### config.mk
export PLATFORM = sky130hd
export DESIGN_NAME = ws2812_driver_5
export DESIGN_NICKNAME = d
export VERILOG_FILES = /design/src/rtl/ws2812_pkg.sv /design/src/rtl/ws2812_bit_tx.sv /design/src/rtl/ws2812_driver_5.sv
export SDC_FILE = /design/constraint.sdc
export NUM_CORES = 1
export LEC_CHECK = 0
export BUFFER_PORTS_ARGS = -buffer_cell sky130_fd_sc_hd__clkbuf_2
export CELL_PAD_IN_SITES_DETAIL_PLACEMENT = 2
export CELL_PAD_IN_SITES_GLOBAL_PLACEMENT = 2
export CORE_MARGIN = 8
export CORE_UTILIZATION = 32
export DETAILED_ROUTE_END_ITERATION = 16
export GPL_TIMING_DRIVEN = 0
export PLACE_DENSITY = 0.84
export SLEW_MARGIN = 5
export SYNTH_ARGS = -nofsm -noshare
export SYNTH_HDL_FRONTEND = slang
export SYNTH_SLANG_ARGS = --single-unit
### constraint.sdc
create_clock -name clock -period 3.65 [get_ports clock]
set_clock_uncertainty 0.15 [all_clocks]
set_input_delay 1.095 -clock clock [delete_from_list [all_inputs] [get_ports clock]]
set_output_delay 1.095 -clock clock [all_outputs]
set_load 0.02 [all_outputs]
### src/rtl/ws2812_pkg.sv
// ============================================================================
// Module  : ws2812_pkg
// Brief   : Shared timing defaults, state encoding and colour helpers for the
//           5-LED WS2812 serialiser.
// Revision: 1.0 - initial release
// ============================================================================
`default_nettype none

package ws2812_pkg;

    localparam int c_t_bit        = 62;
    localparam int c_t0h          = 20;
    localparam int c_t1h          = 40;
    localparam int c_t_reset      = 3000;
    localparam int c_num_leds     = 5;
    localparam int c_bits_per_led = 24;

    typedef enum logic [1:0] {
        OCIOSO = 2'd0,
        ALTO   = 2'd1,
        BAIXO  = 2'd2,
        LATCH  = 2'd3
    } state_t;

    function automatic logic [23:0] grb_reorder(input logic [23:0] rgb);
        return {rgb[15:8], rgb[23:16], rgb[7:0]};
    endfunction

    // (c * (b + 1)) >> 8; the product never exceeds 16 bits
    function automatic logic [7:0] scale_channel(input logic [7:0] c, input logic [7:0] b);
        logic [15:0] prod;
        prod = {8'd0, c} * ({8'd0, b} + 16'd1);
        return prod[15:8];
    endfunction

endpackage

`default_nettype wire

### src/rtl/ws2812_bit_tx.sv
// ============================================================================
// Module  : ws2812_bit_tx
// Brief   : Emits one WS2812 bit waveform (high phase, then low phase) per
//           start request; 'last' flags the final low cycle so the next bit
//           can start without a gap.
// Revision: 1.0 - initial release
// ============================================================================
`default_nettype none

module ws2812_bit_tx
    import ws2812_pkg::*;
#(
    parameter int T_BIT = c_t_bit,
    parameter int T0H   = c_t0h,
    parameter int T1H   = c_t1h,
    parameter int CW    = $clog2(c_t_reset + 1)
) (
    input  logic clock,
    input  logic reset,
    input  logic start,
    input  logic bit_val,
    output logic dout,
    output logic last
);

    localparam logic [CW-1:0] c_t0h_m1 = CW'(T0H - 1);
    localparam logic [CW-1:0] c_t1h_m1 = CW'(T1H - 1);
    localparam logic [CW-1:0] c_t0l_m1 = CW'(T_BIT - T0H - 1);
    localparam logic [CW-1:0] c_t1l_m1 = CW'(T_BIT - T1H - 1);

    state_t          r_phase;
    state_t          w_phase_nx;
    logic [CW-1:0]   r_cnt;
    logic [CW-1:0]   w_cnt_nx;
    logic            r_bit;
    logic            w_bit_nx;
    logic            r_dout;

    always_ff @(posedge clock) begin
        if (reset) begin
            r_phase <= OCIOSO;
            r_cnt   <= '0;
            r_bit   <= 1'b0;
            r_dout  <= 1'b0;
        end else begin
            r_phase <= w_phase_nx;
            r_cnt   <= w_cnt_nx;
            r_bit   <= w_bit_nx;
            r_dout  <= (w_phase_nx == ALTO);
        end
    end

    always_comb begin
        w_phase_nx = r_phase;
        w_cnt_nx   = r_cnt;
        w_bit_nx   = r_bit;
        last       = 1'b0;
        case (r_phase)
            ALTO: begin
                if (r_cnt == '0) begin
                    w_phase_nx = BAIXO;
                    w_cnt_nx   = r_bit ? c_t1l_m1 : c_t0l_m1;
                end else begin
                    w_cnt_nx = r_cnt - 1'b1;
                end
            end
            BAIXO: begin
                if (r_cnt == '0) begin
                    last       = 1'b1;
                    w_phase_nx = OCIOSO;
                end else begin
                    w_cnt_nx = r_cnt - 1'b1;
                end
            end
            default: w_phase_nx = OCIOSO;
        endcase
        // A new bit may begin from idle or straight out of the final low cycle
        if (start && ((r_phase == OCIOSO) || last)) begin
            w_phase_nx = ALTO;
            w_bit_nx   = bit_val;
            w_cnt_nx   = bit_val ? c_t1h_m1 : c_t0h_m1;
        end
    end

    assign dout = r_dout;

endmodule

`default_nettype wire

### src/rtl/ws2812_driver_5.sv
// ============================================================================
// Module  : ws2812_driver_5
// Brief   : Serialises five 24-bit RRGGBB colours onto a WS2812 data line
//           (GRB, MSB first, led0 first), followed by a low latch period.
//           Optional macro BRILHO_EN adds an 8-bit global brightness input.
// Revision: 1.0 - initial release
// ============================================================================
`default_nettype none

module ws2812_driver_5
    import ws2812_pkg::*;
#(
    parameter int T_BIT    = c_t_bit,
    parameter int T0H      = c_t0h,
    parameter int T1H      = c_t1h,
    parameter int T_RESET  = c_t_reset,
    parameter int NUM_LEDS = c_num_leds
) (
    input  logic        clock,
    input  logic        reset,
    input  logic        iniciar,
`ifdef BRILHO_EN
    input  logic [7:0]  brilho,
`endif
    input  logic [23:0] led0,
    input  logic [23:0] led1,
    input  logic [23:0] led2,
    input  logic [23:0] led3,
    input  logic [23:0] led4,
    output logic        dout,
    output logic        ocupado,
    output logic        pronto
);

    localparam int              CW           = $clog2(T_RESET + 1);
    localparam int              c_frame_bits = c_num_leds * c_bits_per_led;
    localparam logic [CW-1:0]   c_reset_m1   = CW'(T_RESET - 1);
    localparam logic [4:0]      c_last_bit   = 5'(c_bits_per_led - 1);
    localparam logic [2:0]      c_last_led   = 3'(NUM_LEDS - 1);

    if (!((T0H > 0) && (T0H < T1H) && (T1H < T_BIT)) || (T_RESET < 1) ||
        (NUM_LEDS != c_num_leds)) begin : g_param_check
        $error("ws2812_driver_5: illegal timing or LED-count parameters");
    end

    logic [23:0]             w_rgb [c_num_leds];
    logic [c_frame_bits-1:0] w_frame;

    assign w_rgb[0] = led0;
    assign w_rgb[1] = led1;
    assign w_rgb[2] = led2;
    assign w_rgb[3] = led3;
    assign w_rgb[4] = led4;

    for (genvar i = 0; i < c_num_leds; i++) begin : g_led
`ifdef BRILHO_EN
        assign w_frame[c_frame_bits-1-c_bits_per_led*i -: c_bits_per_led] =
            grb_reorder({scale_channel(w_rgb[i][23:16], brilho),
                         scale_channel(w_rgb[i][15:8],  brilho),
                         scale_channel(w_rgb[i][7:0],   brilho)});
`else
        assign w_frame[c_frame_bits-1-c_bits_per_led*i -: c_bits_per_led] =
            grb_reorder(w_rgb[i]);
`endif
    end

    // Frame FSM: ALTO covers the whole bit stream; per-bit high/low phasing
    // lives in the bit transmitter.
    state_t                  r_state;
    state_t                  w_state_nx;
    logic [CW-1:0]           r_cnt;
    logic [CW-1:0]           w_cnt_nx;
    logic [4:0]              r_bit_cnt;
    logic [4:0]              w_bit_cnt_nx;
    logic [2:0]              r_led_cnt;
    logic [2:0]              w_led_cnt_nx;
    logic [c_frame_bits-1:0] r_shift;
    logic [c_frame_bits-1:0] w_shift_nx;
    logic                    r_ocupado;
    logic                    r_pronto;
    logic                    w_start;
    logic                    w_bit_val;
    logic                    w_bit_last;

    always_ff @(posedge clock) begin
        if (reset) begin
            r_state   <= OCIOSO;
            r_cnt     <= '0;
            r_bit_cnt <= '0;
            r_led_cnt <= '0;
            r_shift   <= '0;
            r_ocupado <= 1'b0;
            r_pronto  <= 1'b0;
        end else begin
            r_state   <= w_state_nx;
            r_cnt     <= w_cnt_nx;
            r_bit_cnt <= w_bit_cnt_nx;
            r_led_cnt <= w_led_cnt_nx;
            r_shift   <= w_shift_nx;
            r_ocupado <= (w_state_nx != OCIOSO);
            r_pronto  <= (r_state == LATCH) && (w_state_nx == OCIOSO);
        end
    end

    // The shadow holds the bits still to be sent, next one at the MSB
    always_comb begin
        w_state_nx   = r_state;
        w_cnt_nx     = r_cnt;
        w_bit_cnt_nx = r_bit_cnt;
        w_led_cnt_nx = r_led_cnt;
        w_shift_nx   = r_shift;
        w_start      = 1'b0;
        w_bit_val    = r_shift[c_frame_bits-1];
        case (r_state)
            OCIOSO: begin
                if (iniciar) begin
                    w_state_nx   = ALTO;
                    w_start      = 1'b1;
                    w_bit_val    = w_frame[c_frame_bits-1];
                    w_shift_nx   = {w_frame[c_frame_bits-2:0], 1'b0};
                    w_bit_cnt_nx = '0;
                    w_led_cnt_nx = '0;
                end
            end
            ALTO: begin
                if (w_bit_last) begin
                    if ((r_bit_cnt == c_last_bit) && (r_led_cnt == c_last_led)) begin
                        w_state_nx = LATCH;
                        w_cnt_nx   = c_reset_m1;
                    end else begin
                        w_start    = 1'b1;
                        w_shift_nx = {r_shift[c_frame_bits-2:0], 1'b0};
                        if (r_bit_cnt == c_last_bit) begin
                            w_bit_cnt_nx = '0;
                            w_led_cnt_nx = r_led_cnt + 3'd1;
                        end else begin
                            w_bit_cnt_nx = r_bit_cnt + 5'd1;
                        end
                    end
                end
            end
            LATCH: begin
                if (r_cnt == '0) begin
                    w_state_nx = OCIOSO;
                end else begin
                    w_cnt_nx = r_cnt - 1'b1;
                end
            end
            default: w_state_nx = OCIOSO;
        endcase
    end

    ws2812_bit_tx #(
        .T_BIT (T_BIT),
        .T0H   (T0H),
        .T1H   (T1H),
        .CW    (CW)
    ) u_bit_tx (
        .clock   (clock),
        .reset   (reset),
        .start   (w_start),
        .bit_val (w_bit_val),
        .dout    (dout),
        .last    (w_bit_last)
    );

    assign ocupado = r_ocupado;
    assign pronto  = r_pronto;

endmodule

`default_nettype wire

Word-level counts from Yosys, hierarchy flattened
Index checks and enable logic that the tools add are counted.
{"block": "totals", "reg_bits": 160, "input_bits": 123, "output_inout_bits": 3, "wordCells": 87}
{"block": "op_classes", "n_addsub": 4, "eq_ne": 14, "n_mux": 41, "n_reduce_logical": 17}
{"cell": "2-to-1 mux 120 bit", "n": 3}
{"cell": "case mux 120 bit (2 select lines)", "n": 1}
{"cell": "2-to-1 mux 12 bit", "n": 6}
{"cell": "case mux 12 bit (2 select lines)", "n": 2}
{"cell": "zero test 12 bit", "n": 2}
{"cell": "subtractor 12 x 1 -> 12 bit (second input constant)", "n": 2}
{"cell": "2-to-1 mux 5 bit", "n": 4}
{"cell": "2-to-1 mux 2 bit", "n": 7}
{"cell": "2-to-1 mux 3 bit", "n": 4}
{"cell": "2-to-1 mux 6 bit", "n": 2}
{"cell": "!= test 2 bit (second input constant)", "n": 5}
{"cell": "case mux 5 bit (2 select lines)", "n": 1}
{"cell": "AND reduction 4 bit", "n": 2}
{"cell": "2-to-1 mux 1 bit", "n": 7}
{"cell": "equality test 2 x 1 -> 1 bit (second input constant)", "n": 3}
{"cell": "zero test 2 bit", "n": 3}
{"cell": "case mux 2 bit (3 select lines)", "n": 1}
{"cell": "case mux 3 bit (2 select lines)", "n": 1}
{"cell": "nonzero test 2 bit", "n": 3}
{"cell": "adder 5 x 1 -> 5 bit (second input constant)", "n": 1}
{"cell": "equality test 5 bit (second input constant)", "n": 1}
{"cell": "AND reduction 5 bit", "n": 1}
{"cell": "equality test 2 bit (second input constant)", "n": 2}
{"cell": "case mux 2 bit (2 select lines)", "n": 1}
{"cell": "9 further kinds", "n": 11}

Logic depth before layout (Yosys ltp)
{"block": "logic_depth", "word_depth": 8, "depth_mapped": 10, "mapped_depth_nobuf": 7}

Modules after synthesis
Synthesis repeated with hierarchy kept, for this count alone.
{"block": "hier_totals", "hier_cells": 802, "area_unflattened_um2": 7465.9}
{"mod": "ws2812_driver_5", "instances": 1, "cells_each": 679, "area_per_inst_um2": 6443.7, "seq_area_each_um2": 2862.7}
{"mod": "ws2812_bit_tx", "instances": 1, "cells_each": 123, "area_per_inst_um2": 1022.2, "seq_area_each_um2": 320.3}

Worst setup path before layout
Ideal clock, no wire load.
{"block": "synth_path", "path_kind": "input to register", "start": "input iniciar", "end": "register u_bit_tx.r_cnt[6]", "setup_ns": 0.072, "t_arrival_ns": 2.444, "t_required_ns": 3.428, "path_slack_ns": 0.985, "stages": 5, "n_path_buf": 0, "path_cell_list": "nor3b_1 -> and2_1 -> o22ai_1 -> a2111oi_1 -> mux2i_1"}
{"block": "synth_between", "elab_chain_len": 5}
{"element": "start: declaration", "line": "ws2812_driver_5.sv:21", "rtl": "input logic iniciar,"}
{"element": "2-to-1 mux 1 bit (*)", "line": "ws2812_driver_5.sv:116", "rtl": "if (iniciar) begin"}
{"element": "case mux 1 bit (2 select lines) (*)", "line": "ws2812_driver_5.sv:114", "rtl": "case (r_state)"}
{"element": "logical AND 1 bit (*)", "line": "ws2812_bit_tx.sv:78", "rtl": "if (start && ((r_phase == OCIOSO) || last)) begin"}
{"element": "!= test 3 bit (no line) or nonzero test 3 bit (tied branches)"}
{"element": "AND reduction 2 bit (no line)"}
{"element": "end signal: assignment", "line": "ws2812_bit_tx.sv:47", "rtl": "r_cnt <= w_cnt_nx;"}
{"element": "end: declaration", "line": "ws2812_bit_tx.sv:33", "rtl": "logic [CW-1:0] r_cnt;"}
Every way passes the cells marked *; elsewhere a longest branch is shown, timed or not.
A chain may end at the register's enable or synchronous reset.

Worst setup path in the final report
{"block": "layout_path", "start": "register u_bit_tx.r_cnt[0]", "end": "register r_shift[66]"}
{"block": "layout_between", "elab_chain_len": 5}
{"element": "zero test 12 bit", "line": "ws2812_bit_tx.sv:68", "rtl": "if (r_cnt == '0) begin"}
{"element": "2-to-1 mux 1 bit", "line": "ws2812_bit_tx.sv:68"}
{"element": "2-to-1 mux 1 bit", "line": "ws2812_bit_tx.sv:58", "rtl": "case (r_phase)"}
{"element": "!= test 2 x 1 -> 1 bit (no line)"}
{"element": "AND reduction 4 bit (no line)"}
{"element": "end signal: assignment", "line": "ws2812_driver_5.sv:99", "rtl": "r_shift <= w_shift_nx;"}
{"element": "end: declaration", "line": "ws2812_driver_5.sv:77", "rtl": "logic [c_frame_bits-1:0] r_shift;"}
No other way between the ends.

==> flow_metrics.tcl <==
set metrics [dict create \
    root_buffer "clkbuf_16" \
    route.vias.total 7236 \
    htree_levels 4 \
    cts_resized 0 \
    max_freq_ghz 0.311 \
    numPortBuffers 124 \
    io_pins 126 \
    p_per_area_nw_per_um2 520 \
    worst_pin_slew_ns 0.907 \
    clock_latency_ns 0.42 \
    rows 55 \
    drive_gt1_frac 0.165 \
    max-cap-violations 0 \
    slew_headroom 0.395 \
    grt_max_degree 17 \
    avgSynthCellArea_um2 7.83 \
    synth_edf_count 0 \
    cts_setup_buffers 0 \
    ys_types 46 \
    gp_congestion 0.780 \
    crit_type "register to register" \
    postLayoutCoreUtil 0.391 \
    cp-start-kind "register" \
    dr.pass1.iters 4 \
    slew_violations 0 \
    yosys_warnings 0 \
    wl_per_cell_um 18.8 \
    drcViolationCount 0 \
    async_flop_share 0 \
    finalSetupViolations 0 \
    drtIter0Drc 283 \
    grt.overflow.total 0 \
    end_kind "register" \
    syn_nets 1049 \
    seq_area_frac_synth 0.443 \
    viasPerCell 5.33 \
    postSynthCellCount 918 \
    antenna_found_initial 1 \
    hold_path_class "register to register" \
    core_um2 22400 \
    ys_ff_latch 159 \
    grt_pass1_vias 8123 \
    clockBufferDepth 2 \
    vdd_drop_max_v 0.000310 \
    synth_flop_cell "dfxtp_1" \
    insertedDiodeCount 0 \
    cts-hold-fix-buffers 0 \
    dp_hpwl_um 18300 \
    hold_viol 0 \
    r2r_slack_ns 0.44 \
    die_h_um 166 \
    finalCriticalPeriod_ns 3.21 \
    fin_setup_tns_ns 0 \
    critical_path.max_stage_delay_ns 0.52 \
    cts_buffers 17 \
    dpl_cell_area_um2 8160 \
    synth.cell_area_um2 7190 \
    leakage_nw 3.42 \
    clk_pin_slew_ns 0.07 \
    clock-sinks 159 \
    fin_nets 1192 \
    dieArea_um2 27500 \
    crit_required_ns 3.82 \
    status "completed" \
    cp.arrival_ns 3.38 \
    cts_tree "yes" \
    area_growth_pct 21.7 \
    wl_um 25500 \
    critPathMaxFanout 10 \
    rsz0062_at_grt "false" \
    die_width_um 166 \
    cp_slowest_cell "nor4_4" \
    start_util 0.321 \
    grt.total_usage 0.185 \
    fin_area_um2 8740 \
    fin_crit_sh 0.880 \
    final_antenna_net_count 0 \
    grt_pass1_wl_um 42100 \
    worstPathCellList "inv_1 > ha_1 > or3b_1 > clkbuf_1 > nor4_4 > o22a_1 > buf_2 > buf_4 > nor2_1 > a311oi_1" \
]
==> cell type report <==
| class | instances | area [um^2] |
|---|---|---|
| Multi-Input combinational cell | 669 | 3620 |
| Timing Repair Buffer | 124 | 621 |
| Fill cell | 2601 | 13600 |
| Sequential cell | 159 | 3180 |
| Buffer | 79 | 344 |
| Tap cell | 285 | 357 |
| Clock buffer | 17 | 425 |
| Inverter | 11 | 41.3 |
| Clock inverter | 13 | 156 |
==> report_power, final <==
| group | internal (mW) | leakage (nW) | switching (mW) |
|---|---|---|---|
| clock network | 1.02 | 0.279 | 0.785 |
| registers | 1.89 | 1.31 | 0.0935 |
| logic | 0.276 | 1.83 | 0.480 |
| total | 3.19 | 3.42 | 1.36 |
==> metrics by stage <==
step	cells	power (mW)	hold slack (ns)	setup WS (ns)
3_5_place_dp	1327	2.77	0.322	0.303
3_3_place_gp	1327	2.73	0.310	0.402
6_report	1357	4.54	0.331	0.440
4_1_cts	1357	4.59	0.336	0.419
2_1_floorplan	918	2.49	0.295	0.985
5_1_grt	1357	4.76	0.352	0.206
==> state kept, by name (all words and copies together) (netlist names) <==
signal	flops
ocupado	1
pronto	1
r_bit_cnt	5
r_cnt	12
r_led_cnt	3
r_shift	119
r_state	2
u_bit_tx.dout	1
u_bit_tx.r_bit	1
u_bit_tx.r_cnt	12
u_bit_tx.r_phase	2
==> critical path: cells and delay by family, from the launching register on <==
family,cells,cell delay [ns]
AO/OA/AOI/OAI,2,0.56
adder cells (fa/ha/maj),1,0.17
buffers and inverters,4,0.90
flip-flops,1,0.35
AND/OR/NAND/NOR,3,0.96
==> synthesized netlist by cell type (all sizes together) (7+ instances only) <==
library cell | count | share of area
ha | 8 | 0.014
or3 | 9 | 0.0078
a311oi | 121 | 0.15
dfxtp | 159 | 0.44
nor4 | 8 | 0.0091
clkbuf | 59 | 0.031
o21ai | 13 | 0.0091
nand2b | 7 | 0.0061
nor2 | 136 | 0.071
inv | 11 | 0.0057
a21oi | 28 | 0.020
nand2 | 255 | 0.13
buf | 20 | 0.017
xnor2 | 9 | 0.011
nor3 | 17 | 0.012
==> cells in the final DEF (no fill, tap or decap), types with 3 or more instances in the layout <==
master     synthesis  final
mux2i_1            6      6
o21ai_0           13     13
nor2b_1            3      3
nand2b_1           7      7
clkbuf_16          0     17
clkbuf_2           0    124
inv_6              0      4
nand2_1          255    255
dfxtp_1          159    159
a21oi_1           28     28
a211oi_1           4      4
clkinv_4           0      4
nor3b_1            4      4
buf_4             10     10
clkbuf_1          59     59
nand3_1            4      4
or4_1              6      6
nor3_1            17     17
buf_2              8      8
or2_2              3      3
or3_1              9      9
ha_1               8      8
a311oi_1         121    121
inv_1             11     11
xnor2_1            9      9
nor4_1             7      7
and2_1             3      3
nor2_1           136    136
a21o_1             3      3
==> path summary, 6_finish.rpt <==
check / from / end / cells past startpoint
worst max-delay path: u_bit_tx.r_cnt[0] / r_shift[66] / 10
worst min-delay path: r_shift[82] / r_shift[83] / 2
worst max register to register: u_bit_tx.r_cnt[0] / r_shift[66] / 10
worst min register to register: r_shift[82] / r_shift[83] / 2
==> kinds of logic after synthesis <==
logic type / Yosys count / synth area share
AO/OA/AOI/OAI: 185 / 0.203
XOR/XNOR: 9 / 0.0110
adder cells (fa/ha/maj): 8 / 0.0139
buffers and inverters: 90 / 0.0536
flip-flops: 159 / 0.443
multiplexers: 6 / 0.00836
AND/OR/NAND/NOR: 461 / 0.267
==> per-layer routing <==
metal  up-vias  global-route usage  part of all wire
li1       3532                   -                 -
met1      3578               0.228              0.46
met2       105               0.326              0.50
met3        19              0.0376             0.026
met4         2              0.0411             0.010
met5         -                   0           0.00051
(Power assumes the default switching activity.)
